[config.mk]
export PLATFORM = sky130hd
export DESIGN_NAME = cordic_arbiter
export DESIGN_NICKNAME = d
export VERILOG_FILES = /design/src/rtl/cordic_arbiter.sv
export SDC_FILE = /design/constraint.sdc
export NUM_CORES = 1
export LEC_CHECK = 0
export ABC_AREA = 0
export CAP_MARGIN = 15
export CORE_ASPECT_RATIO = 0.6
export CORE_MARGIN = 2
export CORE_UTILIZATION = 42
export CTS_BUF_LIST = sky130_fd_sc_hd__clkbuf_8
export CTS_CLUSTER_SIZE = 10
export DETAILED_ROUTE_END_ITERATION = 16
export PLACE_DENSITY = 0.88
export SKIP_CTS_REPAIR_TIMING = 1
export SLEW_MARGIN = 20
export SYNTH_ARGS = -nofsm -noshare
export SYNTH_HDL_FRONTEND = slang
export SYNTH_SLANG_ARGS = --single-unit
[constraint.sdc]
create_clock -name clk -period 3.8 [get_ports clk]
set_input_delay 0.38 -clock clk [delete_from_list [all_inputs] [get_ports clk]]
set_output_delay 0.38 -clock clk [all_outputs]
set_load 0.01 [all_outputs]
[src/rtl/cordic_arbiter.sv]
// cordic_arbiter: shares one pipelined CORDIC rotator among N_REQ requesters.
// Each issued angle carries a requester tag down a shift register matched to
// the rotator latency, so every rotated (x,y) pair returns to its owner.
// Ports:
//   clk, rst          clock; synchronous active-high reset
//   issue_en          0 = grant nothing this cycle (pipeline keeps draining)
//   req_valid/angle   per-requester angle offer; requester i at [i*W +: W]
//   req_ready         one-hot grant
//   cordic_z          registered angle to the rotator
//   cordic_x/y        rotator outputs
//   resp_valid        one-hot, one-cycle result pulse
//   resp_x/y          registered rotated result (holds between pulses)
//   busy              any tag in flight or any resp_valid high
// Build option: CORDIC_ARB_PRIO_EN gives requester 0 strict priority;
// requesters 1..N_REQ-1 then round-robin among themselves.
module cordic_arbiter #(
  parameter int N_REQ      = 4,
  parameter int W          = 11,
  parameter int CORDIC_LAT = 11
) (
  input  logic               clk,
  input  logic               rst,
  input  logic               issue_en,
  input  logic [N_REQ-1:0]   req_valid,
  input  logic [N_REQ*W-1:0] req_angle,
  output logic [N_REQ-1:0]   req_ready,
  output logic [W-1:0]       cordic_z,
  input  logic [W-1:0]       cordic_x,
  input  logic [W-1:0]       cordic_y,
  output logic [N_REQ-1:0]   resp_valid,
  output logic [W-1:0]       resp_x,
  output logic [W-1:0]       resp_y,
  output logic               busy
);

  localparam int IW = $clog2(N_REQ);

  // registered state
  logic [IW-1:0]                 rr_ptr_q, rr_ptr_d;
  logic [W-1:0]                  cordic_z_q, cordic_z_d;
  logic [CORDIC_LAT-1:0]         tag_vld_q, tag_vld_d;
  logic [CORDIC_LAT-1:0][IW-1:0] tag_id_q, tag_id_d;
  logic [N_REQ-1:0]              resp_valid_q, resp_valid_d;
  logic [W-1:0]                  resp_x_q, resp_x_d;
  logic [W-1:0]                  resp_y_q, resp_y_d;

  // grant decode
  logic [N_REQ-1:0] rr_mask;
  logic             gnt_vld;
  logic [IW-1:0]    gnt_idx;
  int               cand;

  logic [W-1:0] ang [N_REQ];

  for (genvar gi = 0; gi < N_REQ; gi++) begin : g_ang
    assign ang[gi] = req_angle[gi*W +: W];
  end

  // Round-robin search starts one past the last granted requester.
  always_comb begin
    gnt_vld = 1'b0;
    gnt_idx = '0;
    cand    = 0;
    rr_mask = req_valid;
`ifdef CORDIC_ARB_PRIO_EN
    rr_mask[0] = 1'b0;
`endif
    for (int k = 1; k <= N_REQ; k++) begin
      cand = int'(rr_ptr_q) + k;
      if (cand >= N_REQ) begin
        cand = cand - N_REQ;
      end
      if (!gnt_vld && rr_mask[IW'(cand)]) begin
        gnt_vld = 1'b1;
        gnt_idx = IW'(cand);
      end
    end
`ifdef CORDIC_ARB_PRIO_EN
    if (req_valid[0]) begin
      gnt_vld = 1'b1;
      gnt_idx = '0;
    end
`endif
    if (!issue_en || rst) begin
      gnt_vld = 1'b0;
      gnt_idx = '0;
    end
    req_ready = '0;
    if (gnt_vld) begin
      req_ready[gnt_idx] = 1'b1;
    end
  end

  // issue, tag shift and response capture
  always_comb begin
    rr_ptr_d     = rr_ptr_q;
    cordic_z_d   = '0;
    tag_vld_d    = '0;
    tag_id_d     = '0;
    resp_valid_d = '0;
    resp_x_d     = resp_x_q;
    resp_y_d     = resp_y_q;

    if (gnt_vld) begin
      cordic_z_d = ang[gnt_idx];
`ifdef CORDIC_ARB_PRIO_EN
      if (gnt_idx != '0) begin
        rr_ptr_d = gnt_idx;
      end
`else
      rr_ptr_d = gnt_idx;
`endif
    end

    // The rotator never stalls, so neither does the tag pipe.
    tag_vld_d[0] = gnt_vld;
    tag_id_d[0]  = gnt_idx;
    for (int s = 1; s < CORDIC_LAT; s++) begin
      tag_vld_d[s] = tag_vld_q[s-1];
      tag_id_d[s]  = tag_id_q[s-1];
    end

    // Rotator data is only trusted when its tag is valid.
    if (tag_vld_q[CORDIC_LAT-1]) begin
      resp_valid_d[tag_id_q[CORDIC_LAT-1]] = 1'b1;
      resp_x_d = cordic_x;
      resp_y_d = cordic_y;
    end
  end

  always_ff @(posedge clk) begin
    if (rst) begin
      rr_ptr_q     <= IW'(N_REQ - 1);
      cordic_z_q   <= '0;
      tag_vld_q    <= '0;
      tag_id_q     <= '0;
      resp_valid_q <= '0;
      resp_x_q     <= '0;
      resp_y_q     <= '0;
    end else begin
      rr_ptr_q     <= rr_ptr_d;
      cordic_z_q   <= cordic_z_d;
      tag_vld_q    <= tag_vld_d;
      tag_id_q     <= tag_id_d;
      resp_valid_q <= resp_valid_d;
      resp_x_q     <= resp_x_d;
      resp_y_q     <= resp_y_d;
    end
  end

  assign cordic_z   = cordic_z_q;
  assign resp_valid = resp_valid_q;
  assign resp_x     = resp_x_q;
  assign resp_y     = resp_y_q;
  assign busy       = (|tag_vld_q) | (|resp_valid_q);

endmodule

==> results summary, run 1 <==
TritonCTS built the clock tree. The ratio of cells with drive above 1 in the final layout came out at 6.799%. The net count after synthesis came out at 307. Counting flops and latches in the post-synthesis netlist gives 72.

Setup repair after global routing left no endpoint under its margin. The worst path uses 87.20% of the clock period. Once detail routing completed, the nets flagged for antenna violations numbered 0. The data arrival time of the critical path came out at 2930 ps. Sorting the synthesized cells by how often they occur yields dfxtp_1 (72), mux2i_1 (44), nor2b_1 (31). In this run the most critical hold path is launched from tag_id_d[21]. The warning count from the yosys run came out at 0. In the synthesized netlist the async set-or-reset flop fraction comes to 0%.

The achievable frequency came out at 301.8 MHz. The clock tree skew after final layout came out at 8.574 ps. The via count of the first global-routing pass is 2,044. The register area came out at 0.001441 mm2. The pre-antenna-repair detailed-routing pass consisted of 4 iterations. The number of placed instances, taps included, is 417. The max-cap violation count came out at 0.

The share of the yosys chip area belonging to registers came out at 56.39%. The per-cell via count in the routed design came out at 4.667. In this design, the stage delay of the slowest critical-path cell is 740 ps.

The area of the mapped netlist is 0.002556 mm2. The routed wirelength normalized by instance count came out at 12.74 um. The worst-path maximum fanout came out at 25.

The flow ran to the end, and the final reports show no timing, DRC or antenna violations. The final wirelength came out at 5.518 mm. The remaining routing DRC violations is 0. From bottom edge to top edge, the die measures 64.43 um. The floorplan has 21 rows.

The cell taking the most area after synthesis is dfxtp_1. The clock period minus worst slack is 3314 ps. The tightest min-delay check is of the reg -> reg type.

The xor and xnor fraction of the mapped netlist area came out at 0%. Ranked by total cell area, the synthesized netlist is headed by dfxtp_1 (56%), mux2i_1 (17%), nor2b_1 (7.6%), nor2_1 (4.1%), o22ai_1 (2.4%). Setup violations remaining at the end of the flow were counted as 0. The number of antenna violations at the first check in global routing came out at 0. The internal reg-to-reg setup slack is 1860 ps. The worst register-to-register path begins at rr_ptr_q[1].

STA classifies the critical path endpoint as an output pin. The number of filler cells placed in the layout came out at 459. The dominant combinational cell family by area after synthesis is multiplexers. Headroom to the max-slew limit came out at 37.14%.

The final number of hold-violating endpoints came to 0. During I/O placement, the number of pins put on the boundary was 115. For this run, the total global-route usage over all layers was measured as 17.26%.

The maximum clock insertion buffer count is 2. The cell count after synthesis came out at 234. The cell with the most instances after synthesis is dfxtp_1. Across the VDD grid, the largest voltage drop is 0.2198 mV.

The die covers 0.006747 mm2. The total area of multi-input combinational cells is 0.001020 mm2. In the synthesized netlist the dominant register cell turns out to be dfxtp_1.

The post-synthesis cell type count came out at 33. The signal on the critical path passes through clkdlybuf4s50_1 -> nand2b_1 -> a21boi_1 -> o21ai_4 -> nand2_1 -> nor2_1 -> clkdlybuf4s50_1. The critical path required time came out at 3420 ps. The portion of netlist area occupied by mux cells is 17.23%.

The power per cell area came out at 417.8 mW/mm2. The quantity of I/O buffers inserted on ports came out at 114. The final instance area came out at 0.003961 mm2. The average instance in the mapped netlist occupies 10.92 um2. The transition time at the pin with the least slew margin came out at 939.3 ps. The count of inserted antenna diode cells came out at 0. The final max-slew violation count came out at 0. The arithmetic-cell share of the synthesized area counting full adders, half adders and majority gates is 0%. Summing the areas of all compound-gate instances in the mapped netlist gives 6.216% of the synthesized area. The final net count came out at 421.

Of the total synthesized cell area, the portion taken by AND, OR, NAND and NOR gates is 16.45%. The core footprint is 0.005728 mm2. Across all setup checks in the final design, the least slack found is 486.3 ps. The number of clock sinks came out at 72.

The area after detailed placement came out at 0.003735 mm2. The synthesized design contains 0 enable-type register cells. The number of clock buffers inserted by TritonCTS came out at 9.

CTS placed an instance of clkbuf_8 at the clock tree root. The synthesized design devotes to its leading area cell type 56.39% of total area. The clock-pin slew of the registers on the worst-case setup and hold paths is 80 ps. The critical path in this run is classified as in -> out. The global-route wire length before repair came out at 8.990 mm. From synthesis to final layout, the design area changed by 54.97%. The count of cells along the worst hold path came out at 1. The slowest stage of the critical path belongs to the cell o21ai_4.

The detailed router finished its first iteration with 43 violations. The sum of negative setup slack is 0 ps. The pre-CTS setup slack came out at 529.3 ps. The length in cells of the worst reg-to-reg path came out at 5. The sink of the worst hold path is tag_id_q[21]. STA classifies the critical path startpoint as a primary input. For this block, the via count after detailed routing is 2,021. At the end of routability-driven placement, the weighted congestion stood at 0.7969. The critical path startpoint is req_valid[3]. In this run the static leakage power is 1.520 nW. The worst slack on hold paths is 437.0 ps. Among the stages of the critical path, the cell type that occurs most often is clkdlybuf4s50_1. The maximum number of pins on one net before global-route repair came out at 59. The worst register-to-register path ends at cordic_z[5]. The H-tree depth reported by CTS is 3. The HPWL after detailed placement is 4.024 mm.

The width of the die is 104.7 um. The starting utilization of the core area came out at 44.63%. The later-pin clock latency in the skew report came out at 340 ps. For this run the aggregate overflow at the end of global routing stands at 0. After the flow finishes, the layout carries non-filler instances totaling 433.
==> metrics by stage <==
stage / power [mW] / utilization (%)
finish: 1.655 / 69.16
global route: 1.723 / 69.16
CTS: 1.675 / 69.16
detailed placement: 1.008 / 65.20
global placement: 1.003 / 65.20
floorplan: 0.8976 / -
==> cell usage in the layout (no fill, tap or decap) <==
cell	n
and3_1	1
a211oi_1	1
nand2_1	6
o31a_1	1
nor4bb_1	2
o21ai_1	1
and2_1	1
inv_6	1
inv_8	1
a21boi_1	2
clkinv_2	1
nand4_1	1
clkdlybuf4s50_1	113
buf_4	3
o22a_1	2
mux2i_1	44
nor3_1	1
o21ai_4	1
nand2b_1	2
inv_2	2
inv_1	2
a21boi_2	1
nor2b_1	31
a31oi_1	1
and4b_1	1
nor2_1	28
clkbuf_8	9
nand3_1	1
buf_2	1
a311oi_1	1
o22ai_1	10
bufinv_16	2
nor4b_1	1
dfxtp_1	72
clkinv_4	2
nor4_1	3
==> cells by family (layout without fill, tap and decap cells) <==
| kind of cell | Yosys count | after routing |
|---|---|---|
| AND/OR/NAND/NOR | 79 | 79 |
| flip-flops | 72 | 72 |
| multiplexers | 44 | 44 |
| AO/OA/AOI/OAI | 21 | 21 |
| buffers and inverters | 18 | 137 |
==> where the power goes <==
part	internal [mW]	switching (mW)
Combinational	0.130	0.0796
Clock	0.377	0.288
Sequential	0.772	0.00854
==> area by class of cell <==
type	instances	share of cell area (%)
clock buffers	9	3.127
inverters	4	0.3790
clock inverters	7	2.590
repair buffers	117	29.25
well taps	80	2.527
multi-input cells	144	25.74
flip-flops and latches	72	36.39
==> critical path: cells and delay by family <==
kind                   cells  cell delay [ps]
buffers and inverters      2             1110
AO/OA/AOI/OAI              2              910
AND/OR/NAND/NOR            3              520
==> registers in the layout, indices dropped and copies added (netlist names) <==
register	cells
tag_id_d	20
cordic_z	11
resp_x	11
resp_y	11
tag_vld_q	11
resp_valid	4
rr_ptr_q	2
tag_id_q	2
==> how the worst max path moves through the flow <==
stage | endpoint | slack (ps)
2_1_floorplan | req_ready[3] | 2050
3_3_place_gp | req_ready[3] | 640
3_5_place_dp | req_ready[3] | 530
4_1_cts | req_ready[3] | 510
5_1_grt | req_ready[3] | 370
6_report | req_ready[3] | 490
==> per-layer routing <==
metal | share of wire [%] | GRT usage [%]
met3 | 7.5 | 8.853
met5 | 0 | 0
met4 | 0.94 | 5.667
met2 | 49 | 30.47
met1 | 43 | 18.07
Note: power is estimated with default switching activity, not from simulation.
==> inputs of run 2 (changes only) <==
PLACE_DENSITY = 0.9   (was 0.88)
clock period = 3.4 ns   (was 3.8 ns; I/O delays follow)
==> results summary, run 2 (synthesis results as in run 1) <==
The instance count after placement with tap cells included was 418 (+0.24%). The count of cells along the worst hold path is 4 (+3). The number of cells in the finished layout apart from fillers is 434 (+0.23%). The transition time at the pin with the least slew margin came to 547.4 ps (-391.9 ps). The routability congestion estimate from global placement was 0.8433 (+5.8%). The endpoint identified for the worst register-to-register timing path is cordic_z[3]. The achievable frequency is 369.4 MHz. The maximum cell stage delay along the critical path was 550 ps (-190 ps). The peak supply drop is 0.2296 mV (+4.5%). The final number of hold-violating endpoints came out at 0 (unchanged). The clock period minus worst slack is 2707 ps. The detailed-router iteration count before antenna repair came out at 4 (unchanged).

The per-cell via count in the routed design is 4.645 (-0.48%). The internal reg-to-reg setup slack came to 1610 ps (-250 ps). The remaining routing DRC violations is 0 (unchanged). The number of clock buffers inserted by TritonCTS is 9 (unchanged). The area after detailed placement was 0.003742 mm2 (+0.20%). The global-route wire length before repair came out at 8.756 mm (-2.6%). The worst hold path terminates at tag_id_d[3].

The number of ports placed on the die boundary was 115 (unchanged). The final instance area is 0.003914 mm2 (-1.2%). The maximum clock insertion buffer count was 2 (unchanged). The startpoint identified for the worst hold timing path is rst.

The critical path required time is 3060 ps (-360 ps). The critical path goes through clkdlybuf4s50_1 -> nor2b_1 -> a21boi_2 -> nand2_1 -> nor2_1 -> clkdlybuf4s50_1. The pre-CTS setup slack is 688.5 ps (+159.2 ps). The number of clock sinks came to 72 (unchanged). The count of inserted antenna diode cells is 0 (unchanged). The power per cell area is 427.1 mW/mm2 (+2.2%). TritonCTS built the clock tree. The total power of the final layout was 1.672 mW (+1.0%). The data arrival time of the critical path is 2370 ps (-560 ps). Counting stages on the worst path, the most repeated cell is clkdlybuf4s50_1. The worst register-to-register path begins at rr_ptr_q[1]. The flip-flop count of the largest register after layout was 20 (unchanged).

The via count of the first global-routing pass is 1,959 (-4.2%). The die footprint is 0.006747 mm2 (unchanged). The critical path in this run is classified as in -> out. The final max-slew violation count is 0 (unchanged). The starting DRC count in detailed routing came to 57 (+33%). The H-tree depth reported by CTS is 3 (unchanged).

Setup repair after global routing left no endpoint under its margin. The number of vias in the routed layout came out at 2,016 (-0.25%). The global-route total usage across every layer came out at 16.47% (-0.78 points). The flow ran to the end, and the final reports show no timing, DRC or antenna violations. The later-pin clock latency in the skew report was 330 ps (about the same).

On the critical path, the stage with the largest delay is an instance of clkdlybuf4s50_1. The max-cap violation count is 0 (unchanged). The endpoint class of the critical path is an output pin. The length in cells of the worst reg-to-reg path came out at 6 (+1). The worst-path maximum fanout came to 12 (-52%).

The clock-pin slew of the registers on the worst-case setup and hold paths is 70 ps (about the same). The starting utilization of the core area is 44.63% (unchanged). The sum of negative setup slack came out at 0 ps (unchanged). The maximum number of pins on one net before global-route repair came out at 59 (unchanged). The clock tree skew after final layout came to 6.297 ps (-2.277 ps). The HPWL reported at the end of detailed placement is 4.045 mm (+0.51%). The final net count came out at 422 (+0.24%). The width of the die came out at 104.7 um (unchanged).

From synthesis to final layout, the design area changed by 53.11%. The tree is rooted in a clkbuf_8. The floorplan die height was 64.43 um (unchanged). STA classifies the critical path startpoint as a primary input. The static leakage power is 1.494 nW (-1.7%). The ratio of cells with drive above 1 in the final layout is 7.062% (+0.26 points). The number of endpoints failing setup at the final stage is 0 (unchanged). The tightest min-delay check is of the in -> reg type. The library cell used most frequently in the layout, excluding fill and tap cells, is clkdlybuf4s50_1. The worst max-slew margin expressed relative to the limit came out at 63.51% (+26 points). The final antenna-violating net count is 0 (unchanged). The quantity of I/O buffers inserted on ports is 114 (unchanged). The minimum setup slack in the final design is 692.9 ps (+206.6 ps). The row count is 21 (unchanged).

The share of the cycle needed by the critical path after routing is 79.62%. In the layout the commonest cells are clkdlybuf4s50_1 (113), dfxtp_1 (72), mux2i_1 (44), nor2b_1 (31), nor2_1 (28). The number of antenna violations at the first check in global routing came out at 0 (unchanged). The routed wirelength normalized by instance count is 12.33 um (-3.2%). The final wirelength came out at 5.351 mm (-3.0%). The core footprint came to 0.005728 mm2 (unchanged). The overall overflow remaining after global route is 0 (unchanged).
==> run 2: through the flow <==
stage                     hold WS (ps)  util (%)
after global placement           416.7     65.33
final                            408.2     68.33
after CTS                        390.7     68.33
after global routing             414.9     68.33
after detailed placement         424.2     65.33
after floorplan                  413.8         -
==> run 2: how the worst max path moves through the flow <==
stage / from / slack, ps / to
floorplan: rr_ptr_q[1] / 1710 / req_ready[2]
global placement: issue_en / 780 / req_ready[0]
detailed placement: issue_en / 690 / req_ready[0]
CTS: issue_en / 700 / req_ready[0]
global route: issue_en / 490 / req_ready[0]
finish: issue_en / 690 / req_ready[0]
==> run 2: report_power, final <==
part,internal [mW],switching (mW)
clock,0.264,0.302
combinational,0.146,0.0890
sequential,0.863,0.00863
total,1.27,0.399
==> run 2: area by class of cell <==
cell class,count,area [um2]
flip-flops and latches,72,1441
fillers,468,1814
multi-input cells,144,1020
clock inverters,7,47.55
clock buffers,9,123.9
repair buffers,118,1166
inverters,4,15.01
well taps,80,100.1
==> run 2: routing by layer <==
layer	global-route usage, %	share of wire [%]	vias to the layer above	routed length [um]
met5	0	0	-	0
met4	5.500	0.93	0	50
met3	8.350	9.1	7	487
met2	27.86	47	67	2489
met1	18.23	43	917	2324
li1	-	-	1025	-
==> run 2: critical path: cells and delay by family <==
kind	cells	cell delay [ps]
buffers and inverters	2	990
AND/OR/NAND/NOR	3	700
AO/OA/AOI/OAI	1	330
==> inputs of run 3 (changes only) <==
CORE_UTILIZATION = 39   (was 42)
PLACE_DENSITY = 0.88   (was 0.9)
clock period = 2.4 ns   (was 3.4 ns; I/O delays follow)
==> results summary, run 3 (synthesis results as in run 1) <==
The flow ran to the end, and the final reports show no timing, DRC or antenna violations. The final instance area came out at 0.004003 mm2 (+2.3%). The global-route wire length before repair is 9.177 mm (+4.8%).

The launch point of the worst reg-to-reg path is rr_ptr_q[1]. The starting DRC count in detailed routing was 77 (+35%). The flip-flop count of the largest register after layout is 20 (unchanged). The global-route total usage across every layer is 17.11% (+0.64 points). The later-pin clock latency in the skew report came to 340 ps (about the same). The ratio of cells with drive above 1 in the final layout came out at 9.244% (+2.2 points). The worst setup path is launched from a primary input.

The length in cells of the worst reg-to-reg path was 6 (unchanged). The path class of the lowest-slack min-delay path is in -> reg. The path with the worst hold slack has its endpoint at cordic_z[3].

The critical path is of the in -> out type. The power per cell area is 634.2 mW/mm2 (+48%). The final antenna-violating net count came out at 0 (unchanged). The clock-pin slew of the registers on the worst-case setup and hold paths was 70 ps (about the same).

The maximum clock insertion buffer count came out at 2 (unchanged). The H-tree depth reported by CTS was 3 (unchanged). The core footprint is 0.006221 mm2 (+8.6%). The number of ports placed on the die boundary was 115 (unchanged).

Leaving out fill and tap cells, the most frequent cells in the layout are clkdlybuf4s50_1 (112), dfxtp_1 (71), mux2i_1 (44), nor2b_1 (31), nor2_1 (27). The max-cap violation count is 0 (unchanged). The remaining routing DRC violations came out at 0 (unchanged). The end of the worst register-to-register path is cordic_z[3]. The number of clock buffers inserted by TritonCTS was 9 (unchanged). The width of the die came out at 108.5 um (+3.6%). Tracing the worst setup path back leads to its startpoint at req_valid[3]. In this run the most critical hold path is launched from rst. Relative to the synthesized area, the layout overhead comes to 56.58%.

The area after detailed placement is 0.003777 mm2 (+0.94%). The endpoint class of the critical path is an output pin. The final core utilization came out at 64.34% (-4.0 points).

The quantity of I/O buffers inserted on ports is 114 (unchanged). The row count is 22 (+4.8%). The via count of the first global-routing pass came out at 2,034 (+3.8%). The routability congestion estimate from global placement came out at 0.7685 (-8.9%). The starting utilization of the core area is 41.09% (-3.5 points).

The per-cell via count in the routed design is 4.655 (+0.22%). The clock tree skew after final layout is 6.064 ps (-0.2327 ps). The internal reg-to-reg setup slack is 760 ps (-850 ps). Derived from the worst setup path, the maximum achievable clock frequency is 433.1 MHz. The routed wirelength normalized by instance count came out at 13.27 um (+7.6%). The leading cell type in the layout, fill and taps excluded is clkdlybuf4s50_1.

The overall overflow remaining after global route came to 0 (unchanged). The detailed-router iteration count before antenna repair is 6 (+2). The number of clock sinks is 72 (unchanged). The die footprint is 0.007239 mm2 (+7.3%). The floorplan die height is 66.71 um (+3.5%).

The count of inserted antenna diode cells was 0 (unchanged). The static leakage power was 1.555 nW (+4.0%). The final number of hold-violating endpoints was 0 (unchanged). The tree is rooted in a clkbuf_8. The number of vias in the routed layout came out at 2,053 (+1.8%). TritonCTS built the clock tree. The worst max-slew margin expressed relative to the limit is 64.33% (+0.82 points). The peak supply drop was 0.4073 mV (+77%).

The HPWL reported at the end of detailed placement is 4.358 mm (+7.8%). The transition time at the pin with the least slew margin was 535.0 ps (-12.34 ps). The critical path required time is 2160 ps (-900 ps). The data arrival time of the critical path came to 2070 ps (-300 ps). The worst slack on hold paths is 406.6 ps (-1.605 ps).

The count of cells along the worst hold path is 5 (+1). The clock period minus worst slack is 2309 ps. The final net count came to 426 (+0.95%).

The final wirelength was 5.850 mm (+9.3%). The final max-slew violation count came out at 0 (unchanged). The share of the cycle needed by the critical path after routing is 96.22%. The number of antenna violations at the first check in global routing is 0 (unchanged).

The maximum number of pins on one net before global-route repair came out at 59 (unchanged). The number of endpoints failing setup at the final stage came out at 0 (unchanged). The worst-path maximum fanout came out at 5 (-7).
[run 3: cell count changes in the layout (fill, tap and decap cells not counted), sizes merged]
cell / delta
inv: -1
buf: +4
clkdlybuf4s50: -1
clkbuf: +3
bufinv: +1
dlymetal6s2s: +1
clkinv: -2
clkinvlp: -2
[run 3: per-stage QoR]
stage | TNS, ps | total power, mW | worst slack (ps) | instances
floorplan | 0 | 1.421 | 813.7 | 234
global placement | 0 | 1.601 | 75.66 | 426
detailed placement | 0 | 1.608 | 52.76 | 426
CTS | -33.07 | 2.579 | -33.07 | 441
global route | -0.2629 | 2.662 | -0.1756 | 441
finish | 0 | 2.538 | 90.80 | 441
[run 3: layout make-up]
cell class | instances | area, um2
sequential | 72 | 1443
timing repair buffer | 122 | 1199
clock buffer | 12 | 165.2
tap | 84 | 105.1
clock inverter | 3 | 40.04
multi-input combinational | 144 | 1036
inverter | 4 | 15.01
fill | 521 | 2218
[run 3: worst max path at each step]
stage,endpoint,slack [ps]
global route,req_ready[3],-0.2
CTS,req_ready[2],-30
finish,req_ready[3],90
global placement,req_ready[2],80
floorplan,req_ready[2],810
detailed placement,req_ready[2],50
[run 3: layer usage]
layer | global-route usage, % | vias to the layer above | routed length (um)
met3 | 10.18 | 5 | 600
met2 | 27.81 | 73 | 2787
met5 | 0 | - | 0
met1 | 18.98 | 939 | 2421
met4 | 4.968 | 0 | 40
li1 | - | 1036 | -
[run 3: report_power, final]
part / total (mW) / internal [mW] / switching, mW / leakage [nW]
Clock: 0.952 / 0.555 / 0.397 / 0.108
Sequential: 1.24 / 1.22 / 0.0125 / 0.583
Combinational: 0.350 / 0.214 / 0.136 / 0.864
Total: 2.54 / 1.99 / 0.545 / 1.55
[run 3: critical path: stages]
cell	delay (ps)
clkdlybuf4s50_1	560
nand2_1	110
a31oi_2	300
nand3_2	180
nor2_1	140
clkdlybuf4s50_1	550
